$ cat src/rtl/aes_pkg.sv
// Shared AES types and GF(2^8) helpers for the cipher-core datapath.
package aes_pkg;

    // Cipher direction; any other encoding is treated as an error.
    typedef enum logic [1:0] {
        CIPH_FWD = 2'b01,
        CIPH_INV = 2'b10
    } ciph_op_e;

    // Sequencer states of the MixColumns engine, one-hot for glitch-free decode.
    typedef enum logic [2:0] {
        IDLE = 3'b001,
        RUN  = 3'b010,
        DONE = 3'b100
    } aes_mixcol_seq_e;

    // Multiply by x in GF(2^8) modulo x^8 + x^4 + x^3 + x + 1.
    function automatic logic [7:0] aes_mul2(input logic [7:0] b);
        return {b[6:0], 1'b0} ^ (b[7] ? 8'h1b : 8'h00);
    endfunction

    // Multiply by x^2 in GF(2^8).
    function automatic logic [7:0] aes_mul4(input logic [7:0] b);
        return aes_mul2(aes_mul2(b));
    endfunction

endpackage

$ cat src/rtl/aes_mix_single_column.sv
// One-column MixColumns / InvMixColumns. The inverse is done as a cheap
// pre-multiplication by {05,00,04,00} followed by the forward transform.
module aes_mix_single_column
    import aes_pkg::*;
(
    input  ciph_op_e        op_i,
    input  logic [3:0][7:0] data_i,
    output logic [3:0][7:0] data_o
);

    logic [3:0][7:0] pre;
    logic [7:0]      u;
    logic [7:0]      v;

    // Optional inverse pre-step, then the forward {02,03,01,01} circulant.
    always_comb begin
        u   = aes_mul4(data_i[0] ^ data_i[2]);
        v   = aes_mul4(data_i[1] ^ data_i[3]);
        pre = data_i;
        if (op_i == CIPH_INV) begin
            pre[0] = data_i[0] ^ u;
            pre[1] = data_i[1] ^ v;
            pre[2] = data_i[2] ^ u;
            pre[3] = data_i[3] ^ v;
        end
        data_o[0] = aes_mul2(pre[0] ^ pre[1]) ^ pre[1] ^ pre[2] ^ pre[3];
        data_o[1] = aes_mul2(pre[1] ^ pre[2]) ^ pre[2] ^ pre[3] ^ pre[0];
        data_o[2] = aes_mul2(pre[2] ^ pre[3]) ^ pre[3] ^ pre[0] ^ pre[1];
        data_o[3] = aes_mul2(pre[3] ^ pre[0]) ^ pre[0] ^ pre[1] ^ pre[2];
    end

endmodule

$ cat src/rtl/aes_mix_columns_seq.sv
// Sequenced MixColumns engine: NumCols single-column units are time-shared
// over the four state columns, one state in flight, valid/ready both sides.
module aes_mix_columns_seq
    import aes_pkg::*;
#(
    parameter int NumCols = 1
) (
    input  logic                  clk_i,
    input  logic                  rst_ni,
    input  logic                  clear_i,
    input  ciph_op_e              op_i,
    input  logic                  in_valid_i,
    output logic                  in_ready_o,
    input  logic [3:0][3:0][7:0]  state_i,
    output logic                  out_valid_o,
    input  logic                  out_ready_i,
    output logic [3:0][3:0][7:0]  state_o,
    output logic                  err_o,
    output logic                  busy_o
);

    localparam int         MixIters = 4 / NumCols;
    localparam logic [1:0] ColStep  = 2'(NumCols);
    localparam logic [1:0] ColLast  = 2'(4 - NumCols);

    if (NumCols != 1 && NumCols != 2 && NumCols != 4) begin : gen_bad_numcols
        $fatal(1, "aes_mix_columns_seq: NumCols must be 1, 2 or 4 (got %0d)", NumCols);
    end

    aes_mixcol_seq_e                 state_q, state_d;
    logic [1:0]                      col_q;
    ciph_op_e                        op_q;
    logic [3:0][3:0][7:0]            data_q;
    logic [3:0][3:0][7:0]            result_q, result_d;
    logic                            err_q;
    logic                            accept, run, out_hs, op_legal;
    logic [NumCols-1:0][3:0][7:0]    mix_out;

    assign op_legal = (op_i == CIPH_FWD) || (op_i == CIPH_INV);

    // Shared column units; unit i always handles column col_q + i.
    for (genvar i = 0; i < NumCols; i++) begin : gen_col
        logic [1:0] idx;
        assign idx = col_q + 2'(i);
        aes_mix_single_column u_col (
            .op_i   (op_q),
            .data_i (data_q[idx]),
            .data_o (mix_out[i])
        );
    end

    // Merge the current column group into the result state.
    always_comb begin
        result_d = result_q;
        for (int i = 0; i < NumCols; i++) begin
            result_d[col_q + 2'(i)] = mix_out[i];
        end
    end

    // Next-state, handshake decode; clear overrides everything.
    always_comb begin
        state_d    = state_q;
        in_ready_o = 1'b0;
        busy_o     = 1'b1;
        accept     = 1'b0;
        run        = 1'b0;
        out_hs     = 1'b0;
        unique case (state_q)
            IDLE: begin
                in_ready_o = 1'b1;
                busy_o     = 1'b0;
                if (in_valid_i) begin
                    accept  = 1'b1;
                    state_d = op_legal ? RUN : DONE;
                end
            end
            RUN: begin
                run = 1'b1;
                if (col_q == ColLast) state_d = DONE;
            end
            DONE: begin
                if (out_ready_i) begin
                    out_hs  = 1'b1;
                    state_d = IDLE;
                end
            end
            default: state_d = IDLE;
        endcase
        if (clear_i) state_d = IDLE;
    end

    // FSM state register.
    always_ff @(posedge clk_i or negedge rst_ni) begin
        if (!rst_ni) state_q <= IDLE;
        else         state_q <= state_d;
    end

    // Operand, column counter, result and error registers.
    always_ff @(posedge clk_i or negedge rst_ni) begin
        if (!rst_ni) begin
            col_q    <= 2'd0;
            op_q     <= CIPH_FWD;
            data_q   <= '0;
            result_q <= '0;
            err_q    <= 1'b0;
        end else if (clear_i) begin
            col_q    <= 2'd0;
            op_q     <= CIPH_FWD;
            data_q   <= '0;
            result_q <= '0;
            err_q    <= 1'b0;
        end else if (accept) begin
            col_q    <= 2'd0;
            op_q     <= op_i;
            data_q   <= state_i;
            result_q <= '0;
            err_q    <= !op_legal;
        end else if (run) begin
            col_q    <= col_q + ColStep;
            result_q <= result_d;
        end else if (out_hs) begin
            err_q    <= 1'b0;
        end
    end

    assign out_valid_o = (state_q == DONE);
    assign state_o     = result_q;
    assign err_o       = err_q;

endmodule

$ cat config.mk
export PLATFORM = sky130hd
export DESIGN_NAME = aes_mix_columns_seq
export DESIGN_NICKNAME = d
export VERILOG_FILES = /design/src/rtl/aes_pkg.sv /design/src/rtl/aes_mix_single_column.sv /design/src/rtl/aes_mix_columns_seq.sv
export SDC_FILE = /design/constraint.sdc
export NUM_CORES = 1
export LEC_CHECK = 0
export ABC_AREA = 1
export CAP_MARGIN = 20
export CORE_MARGIN = 4
export CORE_UTILIZATION = 47
export DETAILED_ROUTE_END_ITERATION = 8
export MAX_ROUTING_LAYER = met4
export PLACE_DENSITY = 0.75
export REMOVE_ABC_BUFFERS = 1
export SETUP_SLACK_MARGIN = 0.1
export SLEW_MARGIN = 25
export SYNTH_ARGS = -nofsm -noshare
export SYNTH_HDL_FRONTEND = slang
export SYNTH_SLANG_ARGS = --single-unit
$ cat constraint.sdc
create_clock -name clk_i -period 2.4 [get_ports clk_i]
set_clock_uncertainty 0.05 [all_clocks]
set_input_delay 0.36 -clock clk_i [delete_from_list [all_inputs] [get_ports clk_i]]
set_output_delay 0.36 -clock clk_i [all_outputs]
set_load 0.02 [all_outputs]
==> results.toml, run 1 <==
[run_status]
status = "finished with violations"
violations = "setup timing"

[layout]
final_common_cell = "nand2_1"
n_antenna_cell = 0
syn_to_final_growth_pct = 49.7
drive_gt1_share_pct = 24.6
layout.cells.non_filler = 2529
mostFrequentLayoutCells = "nand2_1 (674), clkdlybuf4s50_1 (262), dfrtp_1 (260)"
nNetsFinal = 2262

[synth]
postSynthCellCount = 1724
synth-simple-area-share_pct = 32.4
synth_flop_cell = "dfrtp_1"
synth_mux_area_share_pct = 0
yosys_warnings = 0
synth_top_family_by_area = "simple AND/OR/NAND/NOR gates"
synth_area_leaders = "dfrtp_1 (48%), nand2_1 (23%), a22o_1 (8.1%)"
synth_edf_count = 0
synth_compound_area_share_pct = 9.50
synth_seq_cells = 264
post_synth.cell_area_avg_um2 = 7.90
syn-cell-area_um2 = 13600
synth_top_area_share_pct = 48.1
yosysSeqAreaShare_pct = 48.5
async_flop_share_pct = 100
synth_top_area_cell = "dfrtp_1"
synthXorXnorAreaFrac_pct = 4.14
synthAdderAreaFrac_pct = 0.368
yosysUniqueCellTypes = 38

[floorplan]
start_util_pct = 47.6
num_rows = 62
dieHeight_um = 178
pin_count = 267
die_x_um = 178
coreArea_um2 = 28600
dieArea_um2 = 31800

[place]
placed_cells = 2449
port-buffer-count = 266
gp_congestion = 0.910
dpl.hpwl_mm = 30.4

[clocking]
clkLatencyLatePin_ps = 540
cts_num_sinks = 264
clk_pin_slew_ps = 60
cts_root_buf = "clkbuf_16"
h-tree-depth = 1
clock_path_buffers = 3
cts_tree = "built"
cts_buffers = 28

[sta]
slew_viol_final = 0
rsz0062_at_grt = "true"
finalHoldViolCount = 0
worst_slack_ps = -213
tns_ps = -19330
period_share_pct = 109
post-route-min-period_ps = 2610
setup_viol = 128
tightest_slew_ps = 621
max_slew_margin_pct = 58.6
fmax_ghz = 0.383

[detailed_routing]
ant_nets = 0
firstDrtPassIters = 7
vias = 13400
routedWlPerCell_um = 17.1
drtIter0Drc = 940
post_drt_via_cell_ratio = 5.30
drc = 0
drt_wl_total_mm = 43.2

[pwr]
ir_drop_v = 0.000538
powerDensity_nw_per_um2 = 664
p_leak_nw = 10.3

[setup_path]
required_ps = 2820
cp-start-kind = "register"
end_kind = "register"
path_max_fanout = 14
worst-setup-path-type = "register to register"
critPathArrivalTime_ps = 3040

[global_route]
antenna_found_initial = 0
grt_max_degree = 94
first_global_vias = 13100
track_usage_pct = 27.1
grt.overflow.total = 0
grt_pass1_wl_mm = 67.8

[run]
cap_viol_max_count = 0

[worst_hold_path]
worstHoldPathType = "input pin to register"
synthesized netlist by cell type, drive strengths merged, types with 2 or more instances:
master / instances
a21oi: 3
nand4: 16
nand3: 186
o21ai: 23
a22o: 126
nand3b: 3
dfstp: 2
buf: 32
xnor2: 22
nor3: 2
dfrtp: 262
inv: 86
ha: 4
nand2: 853
xor2: 30
o221ai: 2
clkbuf: 48
or2: 2
nor2: 16
worst paths after layout:
kind	to	cells after the start	slack (ps)	startpoint
hold / removal	data_q[121]	3	330	state_i[121]
hold reg to reg	state_o[95]	2	430	state_o[95]
setup reg to reg	state_o[83]	19	-210	col_q[0]
min in group asynchronous	state_o[31]	2	360	rst_ni
max in group asynchronous	data_q[44]	3	1210	rst_ni
setup / recovery	state_o[83]	19	-210	col_q[0]
state kept, by name, summed over array words and instances (netlist names):
signal	cells
err_o	1
data_q	128
state_q	3
col_q	2
state_o	128
op_q	2
cell type report:
class,count,area [um^2]
clock inverter,10,139
timing repair buffer,449,4470
clock buffer,42,815
tap,384,480
inverter,87,349
sequential,264,6610
fill,2157,8240
multi-input combinational,1293,7530
worst max-delay path, stage by stage (launching register included):
cell	delay, ps
dfrtp_2	440
buf_6	140
bufbuf_16	290
nand2_1	60
nand3_1	90
nand2_2	80
nand2_1	60
nand2_1	70
nand2_1	130
nand3_4	130
nand2_2	90
nand2_2	100
buf_4	160
xnor2_2	210
nand2_1	70
nand2_1	70
nand3_1	80
nand2_2	110
nand2_1	70
nand2_1	60
cells by family (layout without fill, tap and decap cells):
family,after synthesis,in the layout
XOR/XNOR,53,53
buffers and inverters,167,588
flip-flops,264,264
AO/OA/AOI/OAI,158,158
AND/OR/NAND/NOR,1078,1078
adder cells (fa/ha/maj),4,4
per-stage QoR:
step                      setup slack [ps]  power [W]  hold slack (ps)  util, %  instance area (um^2)
final                                 -213     0.0135              328     71.2                 20400
after CTS                             -221     0.0132              309     68.5                 19600
after global placement                -309    0.00836              333     62.4                 17900
after detailed placement              -340    0.00842              337     62.4                 17900
after global routing                  -383     0.0142              351     71.2                 20400
after floorplan                      -4950    0.00684             14.4        -                 13300
what timing repair did:
action                                  in CTS  in global routing
endpoints found under the hold margin       67                  0
gates resized for setup                    159                168
hold buffers                                 1                  0
cloned                                       5                  0
endpoints found under the setup margin     130                129
setup buffers                                9                 13
pin swaps                                   21                 62
routing by layer:
metal	vias up	track usage [%]	part of all wire (%)
met5	-	-	0
met4	0	7.23	2.5
met3	80	3.79	6.3
met2	485	44.4	48
met1	6441	35.9	43
li1	6402	-	-
power breakdown:
| group | total, W | internal (W) | switching, W |
|---|---|---|---|
| Combinational | 0.00426 | 0.00176 | 0.00250 |
| Clock | 0.00441 | 0.00267 | 0.00174 |
| Sequential | 0.00487 | 0.00471 | 0.000163 |
Note: power is estimated with default switching activity, not from simulation.
==> inputs of run 2 (changes only) <==
--- a/config.mk
+++ b/config.mk
@@ -9,6 +9,7 @@
 export CAP_MARGIN = 20
 export CORE_MARGIN = 4
 export CORE_UTILIZATION = 47
+export CTS_CLUSTER_DIAMETER = 100
 export DETAILED_ROUTE_END_ITERATION = 8
 export MAX_ROUTING_LAYER = met4
 export PLACE_DENSITY = 0.75
==> constraint.sdc (replaced) <==
create_clock -name clk_i -period 2.4 [get_ports clk_i]
set_clock_uncertainty 0.05 [all_clocks]
set_input_delay 0.24 -clock clk_i [delete_from_list [all_inputs] [get_ports clk_i]]
set_output_delay 0.24 -clock clk_i [all_outputs]
set_load 0.02 [all_outputs]
==> run 2 against run 1 <==
- the run still ends with setup timing left
- utilization increased by 5.3 points
- via count increased by 3.7%
- maximum frequency decreased by 4.8%
- setup slack got worse by 130 ps
- clock power about the same
- sequential cell count unchanged
- power increased by 6.0%
- first-iteration DRC count increased by 18%
- count of clock-buffer cells in the layout decreased by 3
- routed wire length increased by 9.1%
- final cell count increased by 0.43%
- global-route usage decreased by 0.28 points
- critical endpoint is now state_o[101]
- largest cell class unchanged
- largest power group is now combinational cells
- highest routed layer unchanged
==> results.toml, run 2 (synthesized netlist as in run 1, its figures left out) <==
[run_status]
status = "finished with violations"
violations = "setup timing"

[clocking]
clk_pin_slew_ps = 70
clkLatencyLatePin_ps = 550
cts_num_sinks = 264
cts_tree = "built"
clock_path_buffers = 3
h-tree-depth = 1
cts_root_buf = "clkbuf_16"
cts_buffers = 27

[sta]
rsz0062_at_grt = "true"
period_share_pct = 114
fmax_ghz = 0.364
setup_viol = 128
tightest_slew_ps = 612
finalHoldViolCount = 0
worst_slack_ps = -344
post-route-min-period_ps = 2740
max_slew_margin_pct = 59.2
tns_ps = -30660
slew_viol_final = 0

[setup_path]
end_kind = "register"
cp-start-kind = "register"
cp_cell_sequence = "buf_12, clkinv_8, buf_12, buf_12, buf_12, nand2_2, nand3_2, nand2_4, xnor2_4, inv_2, nand2_4, nand3_4, nand2_2, nand2_4, xor2_2, o21ai_1, nand2_4, nand2_1, nand2_1"
worst-setup-path-type = "register to register"
worstPathBufferInverterCount = 6
required_ps = 2780
critPathArrivalTime_ps = 3130
slowest_delay_ps = 410
crit_family = "simple AND/OR/NAND/NOR gates"
slowest_stage = "dfrtp_2"
path_max_fanout = 7

[layout]
final_common_cell = "nand2_1"
layout.cells.non_filler = 2540
n_antenna_cell = 0
fin_area_um2 = 21900
mostFrequentLayoutCells = "nand2_1 (551), clkdlybuf4s50_1 (263), dfrtp_1 (260)"
syn_to_final_growth_pct = 60.8
drive_gt1_share_pct = 35.2
nNetsFinal = 2276

[global_route]
track_usage_pct = 26.8
grt_max_degree = 127
grt_pass1_wl_mm = 67.3
first_global_vias = 13100
antenna_found_initial = 0
grt.overflow.total = 0

[place]
dpl.hpwl_mm = 29.9
gp_congestion = 0.925
post_dp_cell_area_um2 = 17700
port-buffer-count = 266
placed_cells = 2441

[pwr]
swShare_pct = 34.5
powerDensity_nw_per_um2 = 655
comb_power_share_pct = 35.5
p_switching_w = 0.00496
p_leak_nw = 10.8
clkPwrFrac_pct = 30.5
power_frac_seq_pct = 34.0
internal-power_w = 0.00939
ir_drop_v = 0.000477

[run]
cap_viol_max_count = 0

[floorplan]
pin_count = 267
start_util_pct = 47.6
dieArea_um2 = 31800
coreArea_um2 = 28600
dieHeight_um = 178
die_x_um = 178
num_rows = 62

[detailed_routing]
drc = 0
drtIter0Drc = 1108
vias = 13900
ant_nets = 0
post_drt_via_cell_ratio = 5.47
drt_wl_total_mm = 47.2
routedWlPerCell_um = 18.6
firstDrtPassIters = 5

[worst_hold_path]
worstHoldPathType = "input pin to asynchronous set/reset pin"
[run 2: worst reg2reg max path, cell delays in order, from the launching register on]
cell and delay (ps):
dfrtp_2 410, buf_12 150, clkinv_8 80, buf_12 120, buf_12 120, buf_12 140
nand2_2 50, nand3_2 70, nand2_4 80, xnor2_4 240, inv_2 90, nand2_4 130
nand3_4 130, nand2_2 110, nand2_4 90, xor2_2 170, o21ai_1 150, nand2_4 120
nand2_1 80, nand2_1 60
[run 2: through the flow]
stage	util [%]	hold WS, ps	setup slack, ps	power (W)
6_report	76.5	224	-344	0.0144
2_1_floorplan	-	-106	-4950	0.00684
4_1_cts	68.8	233	-218	0.0131
3_3_place_gp	62.0	202	-308	0.00831
3_5_place_dp	62.0	209	-361	0.00837
5_1_grt	76.5	240	-436	0.0149
[run 2: path summary, 6_finish.rpt]
path | from | slack (ps) | to | cells after the start
worst max register to register | col_q[0] | -340 | state_o[101] | 19
min in group clk_i | state_i[121] | 230 | data_q[121] | 3
max in group asynchronous | rst_ni | 1360 | state_q[0] | 3
worst max-delay path | col_q[0] | -340 | state_o[101] | 19
worst min register to register | state_o[32] | 420 | state_o[32] | 2
worst min-delay path | rst_ni | 220 | state_o[14] | 2
[run 2: layer usage]
layer / wire length [um] / GRT usage (%)
met1: 19400 / 36.3
met3: 2890 / 2.97
met5: 0 / -
met4: 1500 / 7.42
met2: 23400 / 43.5
[run 2: layout make-up]
type	count	area [um^2]
tap	384	480
sequential	264	6610
fill	1810	6730
timing repair buffer	464	4680
clock inverter	9	145
inverter	87	372
clock buffer	39	771
multi-input combinational	1293	8840
[run 2: power groups by stage]
| stage | Sequential [W] | Combinational (W) | Clock, W |
|---|---|---|---|
| after floorplan | 0.00491 | 0.00193 | 0 |
| after global placement | 0.00494 | 0.00337 | 0 |
| after detailed placement | 0.00494 | 0.00343 | 0 |
| after CTS | 0.00486 | 0.00386 | 0.00440 |
| after global routing | 0.00491 | 0.00541 | 0.00459 |
| final | 0.00488 | 0.00509 | 0.00438 |
[run 2: what timing repair did]
item / 4_1_cts / 5_1_grt
endpoints found under the setup margin: 130 / 128
hold buffers: 1 / 0
resized for setup: 212 / 472
pin swaps: 56 / 158
gates cloned: 4 / 3
setup buffers: 14 / 30
endpoints found under the hold margin: 66 / 0
